[src/rtl/ram_frame_ctrl.sv]
// ram_frame_ctrl: captures a frame of ADC samples into an external dual-port RAM,
// then streams the frame back out through a Dout_valid/Dout_ready port.
// Build option: define FRAME_CTRL_MISS_CNT_EN to add the Trig_miss_cnt output, which
// counts Trig requests that arrive while the controller is busy.
module ram_frame_ctrl #(
    parameter int unsigned RAM_WIDTH     = 8,
    parameter int unsigned RAM_ADDR_BITS = 14
) (
    input  logic                     Clk,
    input  logic                     Rst,
    input  logic                     Trig,
    input  logic [RAM_ADDR_BITS:0]   Frame_len,
    input  logic [RAM_WIDTH-1:0]     Din,
    input  logic                     Din_valid,
    output logic                     Wr_en,
    output logic [RAM_ADDR_BITS-1:0] Wr_Addr,
    output logic [RAM_WIDTH-1:0]     Wr_data,
    output logic                     Rd_en,
    output logic [RAM_ADDR_BITS-1:0] Rd_Addr,
    input  logic [RAM_WIDTH-1:0]     Rd_data,
    output logic [RAM_WIDTH-1:0]     Dout,
    output logic                     Dout_valid,
    input  logic                     Dout_ready,
    output logic                     Busy,
    output logic                     Frame_done
`ifdef FRAME_CTRL_MISS_CNT_EN
    ,
    output logic [15:0]              Trig_miss_cnt
`endif
);

    typedef enum logic [1:0] {StIdle, StCapture, StReadout} state_e;

    localparam logic [RAM_ADDR_BITS:0] MaxLen = {1'b1, {RAM_ADDR_BITS{1'b0}}};
    localparam logic [RAM_ADDR_BITS:0] CntOne = {{RAM_ADDR_BITS{1'b0}}, 1'b1};

    state_e                   state_q, state_d;
    logic [RAM_ADDR_BITS:0]   len_q;
    logic [RAM_ADDR_BITS:0]   wr_cnt_q;   // words written so far
    logic [RAM_ADDR_BITS:0]   rd_cnt_q;   // RAM reads issued so far
    logic [RAM_ADDR_BITS:0]   out_cnt_q;  // words accepted downstream so far
    logic                     rd_pend_q;  // a read was issued last cycle; Rd_data is live now
    logic [RAM_WIDTH-1:0]     dout_q, skid_q;
    logic                     dout_valid_q, skid_valid_q;

    logic       trig_ok, wr_fire, wr_last, accept, done_fire;
    logic [1:0] occ, occ_after;

    // Decode of trigger legality, write/accept events and pipeline occupancy
    always_comb begin
        trig_ok   = Trig && (Frame_len != '0) && (Frame_len <= MaxLen);
        wr_fire   = (state_q == StCapture) && Din_valid;
        wr_last   = wr_fire && ((wr_cnt_q + CntOne) == len_q);
        accept    = dout_valid_q && Dout_ready;
        done_fire = (state_q == StReadout) && accept && ((out_cnt_q + CntOne) == len_q);
        // Words held or in flight; a new read is safe only if, after this cycle's
        // accept, fewer than two slots (output reg + skid) are spoken for.
        occ       = {1'b0, dout_valid_q} + {1'b0, skid_valid_q} + {1'b0, rd_pend_q};
        occ_after = occ - {1'b0, accept};
    end

    // FSM state register
    always_ff @(posedge Clk or posedge Rst) begin
        if (Rst) begin
            state_q <= StIdle;
        end else begin
            state_q <= state_d;
        end
    end

    // FSM next-state logic
    always_comb begin
        state_d = state_q;
        unique case (state_q)
            StIdle:    if (trig_ok)   state_d = StCapture;
            StCapture: if (wr_last)   state_d = StReadout;
            StReadout: if (done_fire) state_d = StIdle;
            default:                  state_d = StIdle;
        endcase
    end

    // FSM outputs and RAM port drive
    always_comb begin
        Busy       = (state_q != StIdle);
        Wr_en      = wr_fire;
        Wr_Addr    = wr_cnt_q[RAM_ADDR_BITS-1:0];
        Wr_data    = Din;
        Rd_en      = (state_q == StReadout) && (rd_cnt_q < len_q) && (occ_after < 2'd2);
        Rd_Addr    = rd_cnt_q[RAM_ADDR_BITS-1:0];
        Dout       = dout_q;
        Dout_valid = dout_valid_q;
        Frame_done = done_fire;
    end

    // Frame length latch and address/word counters
    always_ff @(posedge Clk or posedge Rst) begin
        if (Rst) begin
            len_q     <= '0;
            wr_cnt_q  <= '0;
            rd_cnt_q  <= '0;
            out_cnt_q <= '0;
        end else begin
            if (state_q == StIdle && trig_ok) begin
                len_q     <= Frame_len;
                wr_cnt_q  <= '0;
                rd_cnt_q  <= '0;
                out_cnt_q <= '0;
            end else begin
                if (wr_fire) wr_cnt_q  <= wr_cnt_q + CntOne;
                if (Rd_en)   rd_cnt_q  <= rd_cnt_q + CntOne;
                if (accept)  out_cnt_q <= out_cnt_q + CntOne;
            end
        end
    end

    // Readout pipeline: returning RAM word goes to the output register, or to the
    // skid buffer when the output register is stalled; skid always drains first.
    always_ff @(posedge Clk or posedge Rst) begin
        if (Rst) begin
            rd_pend_q    <= 1'b0;
            dout_q       <= '0;
            dout_valid_q <= 1'b0;
            skid_q       <= '0;
            skid_valid_q <= 1'b0;
        end else begin
            rd_pend_q <= Rd_en;
            if (!dout_valid_q || accept) begin
                if (skid_valid_q) begin
                    dout_q       <= skid_q;
                    dout_valid_q <= 1'b1;
                    skid_valid_q <= rd_pend_q;
                    if (rd_pend_q) skid_q <= Rd_data;
                end else if (rd_pend_q) begin
                    dout_q       <= Rd_data;
                    dout_valid_q <= 1'b1;
                end else begin
                    dout_valid_q <= 1'b0;
                end
            end else if (rd_pend_q) begin
                skid_q       <= Rd_data;
                skid_valid_q <= 1'b1;
            end
        end
    end

`ifdef FRAME_CTRL_MISS_CNT_EN
    logic [15:0] miss_cnt_q;

    // Saturating count of triggers dropped while busy
    always_ff @(posedge Clk or posedge Rst) begin
        if (Rst) begin
            miss_cnt_q <= '0;
        end else if (Trig && Busy && (miss_cnt_q != 16'hFFFF)) begin
            miss_cnt_q <= miss_cnt_q + 16'd1;
        end
    end

    assign Trig_miss_cnt = miss_cnt_q;
`endif

endmodule

[config.mk]
export PLATFORM = sky130hd
export DESIGN_NAME = ram_frame_ctrl
export DESIGN_NICKNAME = d
export VERILOG_FILES = /design/src/rtl/ram_frame_ctrl.sv
export SDC_FILE = /design/constraint.sdc
export NUM_CORES = 1
export LEC_CHECK = 0
export BUFFER_PORTS_ARGS = -buffer_cell sky130_fd_sc_hd__clkbuf_2
export CAP_MARGIN = 20
export CORE_ASPECT_RATIO = 0.9
export CORE_UTILIZATION = 30
export CTS_BUF_LIST = sky130_fd_sc_hd__clkbuf_8
export DETAILED_ROUTE_END_ITERATION = 6
export SYNTH_ARGS = -nofsm -noshare
export SYNTH_HDL_FRONTEND = slang
export SYNTH_SLANG_ARGS = --single-unit
[constraint.sdc]
create_clock -name Clk -period 6.72 [get_ports Clk]
set_input_delay 1.344 -clock Clk [delete_from_list [all_inputs] [get_ports Clk]]
set_output_delay 1.344 -clock Clk [all_outputs]
set_load 0.005 [all_outputs]
==> results of run 1 <==
[area by class of cell]
type	instances	area [µm²]	share of cell area, %
Tap cell	235	294	5.03
Multi-Input combinational cell	427	2830	48.3
Inverter	24	91.3	1.56
Timing Repair Buffer	73	405	6.93
Sequential cell	81	2030	34.6
Clock inverter	7	83.8	1.43
Clock buffer	9	124	2.12
[stage by stage]
step,setup slack [ns],cells
2_1_floorplan,1.90,599
3_3_place_gp,1.36,837
3_5_place_dp,1.26,837
4_1_cts,1.25,853
5_1_grt,0.976,856
6_report,1.26,856
[final timing paths]
| check | from | to | cells after the start |
|---|---|---|---|
| setup reg to reg | Dout_valid | rd_cnt_q[0] | 12 |
| min in group asynchronous | Rst | Dout[2] | 3 |
| max in group asynchronous | Rst | wr_cnt_q[0] | 4 |
| hold / removal | skid_q[0] | skid_q[0] | 1 |
| setup / recovery | Dout_ready | Rd_en | 13 |
| hold reg to reg | skid_q[0] | skid_q[0] | 1 |
[synthesized netlist by cell type, drive strengths merged (3+ instances only)]
master / n / area share, %
dfrtp: 81 / 38
nand2: 60 / 4.2
nor2: 57 / 4.0
buf: 48 / 6.2
xnor2: 39 / 6.4
o21ai: 25 / 2.3
xor2: 25 / 4.1
inv: 22 / 1.5
mux2i: 22 / 4.1
nand3: 21 / 2.1
a21oi: 19 / 1.8
clkbuf: 19 / 1.4
ha: 19 / 4.5
nand4: 19 / 2.2
nand2b: 15 / 1.9
a211oi: 14 / 2.0
and3: 10 / 1.2
nor4: 9 / 1.2
mux2: 8 / 1.7
a21o: 6 / 0.84
a31oi: 6 / 0.70
or3: 6 / 0.70
and4: 5 / 0.82
nor3: 4 / 0.38
o211ai: 4 / 0.56
a311oi: 3 / 0.49
and2: 3 / 0.35
nor2b: 3 / 0.35
o2111ai: 3 / 0.49
o21a: 3 / 0.42
o22ai: 3 / 0.35
[cell families (layout without fill, tap and decap cells)]
logic type | Yosys count | in the layout | share of synthesized area, %
buf+inv | 91 | 113 | 9.24
simple gates | 217 | 217 | 20.0
xor+xnor | 64 | 64 | 10.5
flops | 81 | 81 | 38.0
compound gates | 96 | 96 | 11.8
mux | 30 | 30 | 5.81
fa+ha+maj | 20 | 20 | 4.64
[power by group]
group | internal (mW) | switching, mW | leakage (nW)
clock | 0.179 | 0.209 | 0.103
combinational | 0.251 | 0.252 | 1.55
sequential | 0.583 | 0.107 | 0.974
[per-layer routing]
layer	wire length, µm	GRT usage (%)	up-vias	part of all wire (%)
li1	-	-	2083	-
met1	6050	20.4	1959	47
met2	5740	23.1	100	45
met3	674	3.61	16	5.3
met4	283	4.81	0	2.2
met5	0	0	-	0
[flip-flops by register name, indices dropped and copies added (netlist names)]
register and count:
Dout 8, Dout_valid 1, skid_valid_q 1, rd_cnt_q 15
skid_q 8, state_q 2, out_cnt_q 15, rd_pend_q 1
wr_cnt_q 15, len_q 15
[worst max-delay path: cells and delay by family]
kind	cells	cell delay (ns)
buffers and inverters	5	0.83
adders and majority gates	2	0.63
xor gates and xnor gates	1	0.10
and+or+nand+nor	1	0.17
AOI/OAI and AO/OA	4	1.04
==> run_results.csv, run 1 <==
group,metric,value,unit
timing,drv_slew,0,
clocking,tritoncts,"built",
placed_design,detailed_place_hpwl,9440,µm
final_layout,final_common_cell,"dfrtp_1",
flow_run,max-cap-violations,0,
outcome,status,"finished, final reports clean",
critical_path,worst_ep_arrival_time,4.12,ns
critical_path,critPathRequiredTime,5.38,ns
final_layout,layout_common_cells,"81 x dfrtp_1, 68 x clkbuf_2, 60 x nand2_1",
global_route,pin_count_of_the_biggest_net_entering_global_routing,82,
final_layout,n_fill_cell,1829,
floorplanning,initial_core_util,31.2,%
synthesis,synthesis.area,5340,µm²
clocking,cts_resized,0,
routing,finalWirelength,12700,µm
final_layout,finish.net_count,671,
floorplanning,number_of_core_rows,45,
synthesis,synthCells,599,
clocking,insertion_delay,0.38,ns
synthesis,post_synthesis_cell_type_count,52,
synthesis,post_synthesis_area_per_instance,8.91,µm²
clocking,clk_pin_slew,0.10,ns
clocking,cts-hold-fix-buffers,0,
synthesis,ys_seq_elements,81,
synthesis,syn-num-nets,654,
floorplanning,io-pin-count,85,
placed_design,routabilityCongestion,0.845,
floorplanning,die_width,143,µm
floorplanning,design.die.area,18300,µm²
synthesis,async_flop_share,100,%
timing,fmax,183,MHz
final_layout,fin_area,5850,µm²
timing,final_period_minus_worst_setup_slack,5.46,ns
critical_path,worst-path-max-fanout,11,
timing,max_slew_margin,32.2,%
global_route,track_usage,14.9,%
routing,post-route-drc-count,0,
clocking,cts_made_buffers,9,
timing,grt_setup_unrepaired,"no",
timing,timing.clock.skew,0.0110,ns
synthesis,synth.yosys.warnings,0,
placed_design,placedInstanceArea,5590,µm²
timing,min_period_over_period,81.3,%
clocking,master_cell_of_the_clock_root_buffer,"clkbuf_8",
timing,setup_violations,0,
global_route,grt_overflow_total,0,
final_layout,final_layout_size_suffix_gt1_share,17.1,%
global_route,grt_antenna_before_repair,0,
routing,via_count,4158,
power_and_ir_drop,post-layout-total-power,1.58,mW
clocking,cts.path.max_buffers,2,
clocking,post_cts.repair.setup_buffers,0,
power_and_ir_drop,power_per_cell_area,270,nW/µm²
critical_path,slowest_stage,"ha_1",
synthesis,synth-seq-area-share,38.0,%
global_route,grt_first_pass_wirelength,21100,µm
critical_path,critical_path.cell_chain,"clkbuf_2 -> nand2_1 -> clkinv_1 -> ha_1 -> inv_1 -> ha_1 -> a21oi_1 -> xnor2_1 -> a2111oi_2 -> buf_4 -> o21a_1 -> a21boi_1 -> clkbuf_2",
floorplanning,die_height,129,µm
critical_path,class_of_the_most_critical_setup_path,"input pin to output port",
final_layout,area_growth_from_synthesis_to_layout,9.61,%
min_path,hp-class,"flip-flop to flip-flop",
clocking,tritoncts_num_sinks,81,
floorplanning,core_area,17100,µm²
critical_path,timing.critical_path.slowest_cell_delay,0.36,ns
critical_path,reg2reg_setup_slack,3.49,ns
final_layout,n_antenna_cell,0,
timing,finalSetupTns,0,ns
power_and_ir_drop,irDropWorstVdd,0.186,mV
clocking,htreeDepth,3,
placed_design,io_buffers,68,
power_and_ir_drop,power.static_leakage,2.62,nW
final_layout,final_util,34.2,%
critical_path,cp-end-kind,"output port",
routing,detail_route.vias_per_cell,4.86,
timing,finalHoldViolCount,0,
timing,holdWs,0.514,ns
routing,dr.first_iter.drc_count,213,
routing,detail_route.first_pass.iterations,5,
routing,wl_per_cell,14.9,µm
synthesis,synth-edff-count,0,
timing,worstMarginPinSlew,1.02,ns
synthesis,synthFlopType,"dfrtp_1",
global_route,number_of_global_route_vias_before_repair,3956,
critical_path,worst_setup_path_start_kind,"input pin",
routing,route.antenna.remaining_nets,0,
No activity file was read; power rests on OpenSTA's default activity.
==> inputs of run 2 (changes only) <==
--- a/config.mk
+++ b/config.mk
@@ -5,6 +5,7 @@
 export SDC_FILE = /design/constraint.sdc
 export NUM_CORES = 1
 export LEC_CHECK = 0
+export ABC_AREA = 1
 export BUFFER_PORTS_ARGS = -buffer_cell sky130_fd_sc_hd__clkbuf_2
 export CAP_MARGIN = 20
 export CORE_ASPECT_RATIO = 0.9
==> constraint.sdc (replaced) <==
create_clock -name Clk -period 5.7 [get_ports Clk]
set_input_delay 1.14 -clock Clk [delete_from_list [all_inputs] [get_ports Clk]]
set_output_delay 1.14 -clock Clk [all_outputs]
set_load 0.005 [all_outputs]
==> run 2 against run 1 <==
  * First-iteration DRC count grew 68%
  * Highest routed layer unchanged
  * Worst setup slack better by 0.22 ns
  * Critical endpoint unchanged
  * Cell count rose by 29%
  * Power grew 33%
  * Clock power grew 36%
==> run_results.csv, run 2 <==
group,metric,value,unit
outcome,status,"finished, final reports clean",
routing,finalWirelength,14800,µm
min_path,hp-class,"flip-flop to flip-flop",
synthesis,synth-edff-count,0,
clocking,cts_made_buffers,9,
final_layout,final_layout_size_suffix_gt1_share,15.3,%
clocking,clk_pin_slew,0.08,ns
routing,dr.first_iter.drc_count,358,
timing,finalHoldViolCount,0,
final_layout,seq_area,2030,µm²
synthesis,netlist_top_cells_area,"dfrtp_1 35%, nand2_1 17%, nand3_1 7.9%, inv_1 7.5%, buf_4 4.9%",
synthesis,synth_common_cells,"255 x nand2_1, 115 x inv_1, 91 x nand3_1",
synthesis,post_synthesis_area_per_instance,6.97,µm²
routing,route.antenna.remaining_nets,0,
final_layout,multi_input_area,2950,µm²
floorplanning,core_area,18600,µm²
global_route,grt_antenna_before_repair,0,
floorplanning,design.die.area,19800,µm²
clocking,tritoncts_num_sinks,81,
synthesis,synthCells,830,
floorplanning,die_width,148,µm
final_layout,area_growth_from_synthesis_to_layout,10.0,%
clocking,tritoncts,"built",
clocking,master_cell_of_the_clock_root_buffer,"clkbuf_8",
timing,drv_slew,0,
placed_design,io_buffers,68,
synthesis,synth.yosys.warnings,0,
timing,timing.clock.skew,0.0138,ns
critical_path,cp-end-kind,"output port",
placed_design,placedInstanceArea,6090,µm²
timing,max_slew_margin,55.9,%
timing,setup_violations,0,
routing,wl_per_cell,13.4,µm
clocking,post_cts.repair.setup_buffers,0,
critical_path,critPathRequiredTime,4.56,ns
power_and_ir_drop,irDropWorstVdd,0.141,mV
clocking,htreeDepth,3,
critical_path,worst-path-max-fanout,16,
timing,worstMarginPinSlew,0.662,ns
synthesis,async_flop_share,100,%
final_layout,final_util,34.1,%
critical_path,class_of_the_most_critical_setup_path,"input pin to output port",
min_path,worstHoldPathCells,1,
synthesis,synthFlopType,"dfrtp_1",
power_and_ir_drop,pwr-share-comb,34.4,%
global_route,grt_overflow_total,0,
clocking,cts.path.max_buffers,2,
final_layout,final_common_cell,"nand2_1",
power_and_ir_drop,clockPowerShare,24.9,%
clocking,insertion_delay,0.38,ns
final_layout,fin_area,6360,µm²
timing,final_period_minus_worst_setup_slack,4.22,ns
power_and_ir_drop,power.internal,1.26,mW
synthesis,synth-seq-area-share,35.0,%
synthesis,synth_most_common_cell,"nand2_1",
routing,post-route-drc-count,0,
synthesis,syn-num-nets,885,
final_layout,n_fill_cell,1991,
routing,detail_route.first_pass.iterations,7,
timing,min_period_over_period,74.0,%
floorplanning,io-pin-count,85,
final_layout,n_antenna_cell,0,
global_route,number_of_global_route_vias_before_repair,4833,
global_route,pin_count_of_the_biggest_net_entering_global_routing,81,
synthesis,synth_largest_type_area_fraction,35.0,%
placed_design,routabilityCongestion,0.864,
final_layout,finish.net_count,912,
power_and_ir_drop,power.static_leakage,3.36,nW
synthesis,synth_top_cell_by_area,"dfrtp_1",
global_route,grt_first_pass_wirelength,24600,µm
power_and_ir_drop,share_of_total_power_in_sequential_cells,40.7,%
power_and_ir_drop,power_per_cell_area,331,nW/µm²
flow_run,max-cap-violations,0,
critical_path,worst_setup_path_start_kind,"input pin",
timing,finalSetupTns,0,ns
clocking,cts-hold-fix-buffers,0,
floorplanning,initial_core_util,31.0,%
synthesis,post_synthesis_cell_type_count,37,
routing,via_count,5181,
routing,detail_route.vias_per_cell,4.68,
placed_design,detailed_place_hpwl,11300,µm
synthesis,synthesis.area,5780,µm²
timing,fmax,237,MHz
floorplanning,number_of_core_rows,47,
timing,grt_setup_unrepaired,"no",
final_layout,layout_common_cells,"255 x nand2_1, 114 x inv_1, 91 x nand3_1",
synthesis,ys_seq_elements,81,
critical_path,timing.reg2reg.worst_path_depth,13,
global_route,track_usage,15.8,%
power_and_ir_drop,power.share.switching,40.3,%
power_and_ir_drop,power_switching,0.850,mW
critical_path,worst_ep_arrival_time,3.08,ns
floorplanning,die_height,134,µm
clocking,cts_resized,0,
## run 2: kinds of logic after synthesis
logic type / share of synthesized area [%]
muxes: 1.56
adders and majority gates: 4.11
buffers and inverters: 14.2
AOI/OAI and AO/OA: 7.38
and+or+nand+nor: 34.8
DFF: 35.0
xor gates and xnor gates: 2.96
## run 2: worst paths after layout
check	from	to	slack [ns]
worst max register to register	Dout_valid	rd_cnt_q[4]	3.06
max in group asynchronous	Rst	len_q[9]	4.19
worst min-delay path	skid_q[5]	skid_q[5]	0.51
worst max-delay path	Dout_ready	Rd_en	1.48
min in group asynchronous	Rst	skid_q[0]	0.57
worst min register to register	skid_q[5]	skid_q[5]	0.51
## run 2: stage by stage
| stage | hold slack (ns) | power, mW | worst slack (ns) | cells |
|---|---|---|---|---|
| global placement | 0.487 | 1.59 | 1.52 | 1089 |
| global route | 0.521 | 2.29 | 1.27 | 1106 |
| floorplan | 0.479 | 1.38 | 1.43 | 830 |
| CTS | 0.514 | 2.13 | 1.45 | 1104 |
| finish | 0.511 | 2.11 | 1.48 | 1106 |
| detailed placement | 0.493 | 1.60 | 1.47 | 1089 |
## run 2: per-layer routing
layer  GRT usage [%]  wire, µm
met1            21.9      7080
met2            25.0      6570
met3            3.42       997
met4            3.84       193
met5               0         0
## run 2: cell type report
cell class	instances	share of cell area (%)
clock buffer	10	2.16
clock inverter	5	1.63
inverter	118	6.98
multi-input combinational	573	46.3
sequential	81	31.9
tap	245	4.82
timing repair buffer	74	6.25
## run 2: worst max-delay path: stages
cell      delay, ns
clkbuf_2       0.09
nand2_1        0.07
inv_1          0.31
ha_1           0.31
inv_1          0.05
ha_1           0.21
a21oi_1        0.19
o22ai_1        0.10
nor2_1         0.11
nand2_2        0.22
inv_1          0.14
clkbuf_2       0.12
## run 2: power groups by stage
stage	Combinational, mW	Clock [mW]	Sequential, mW
final	0.726	0.525	0.858
after global routing	0.843	0.569	0.875
after CTS	0.730	0.541	0.858
after detailed placement	0.727	0	0.869
after global placement	0.716	0	0.870
after floorplan	0.587	0	0.791
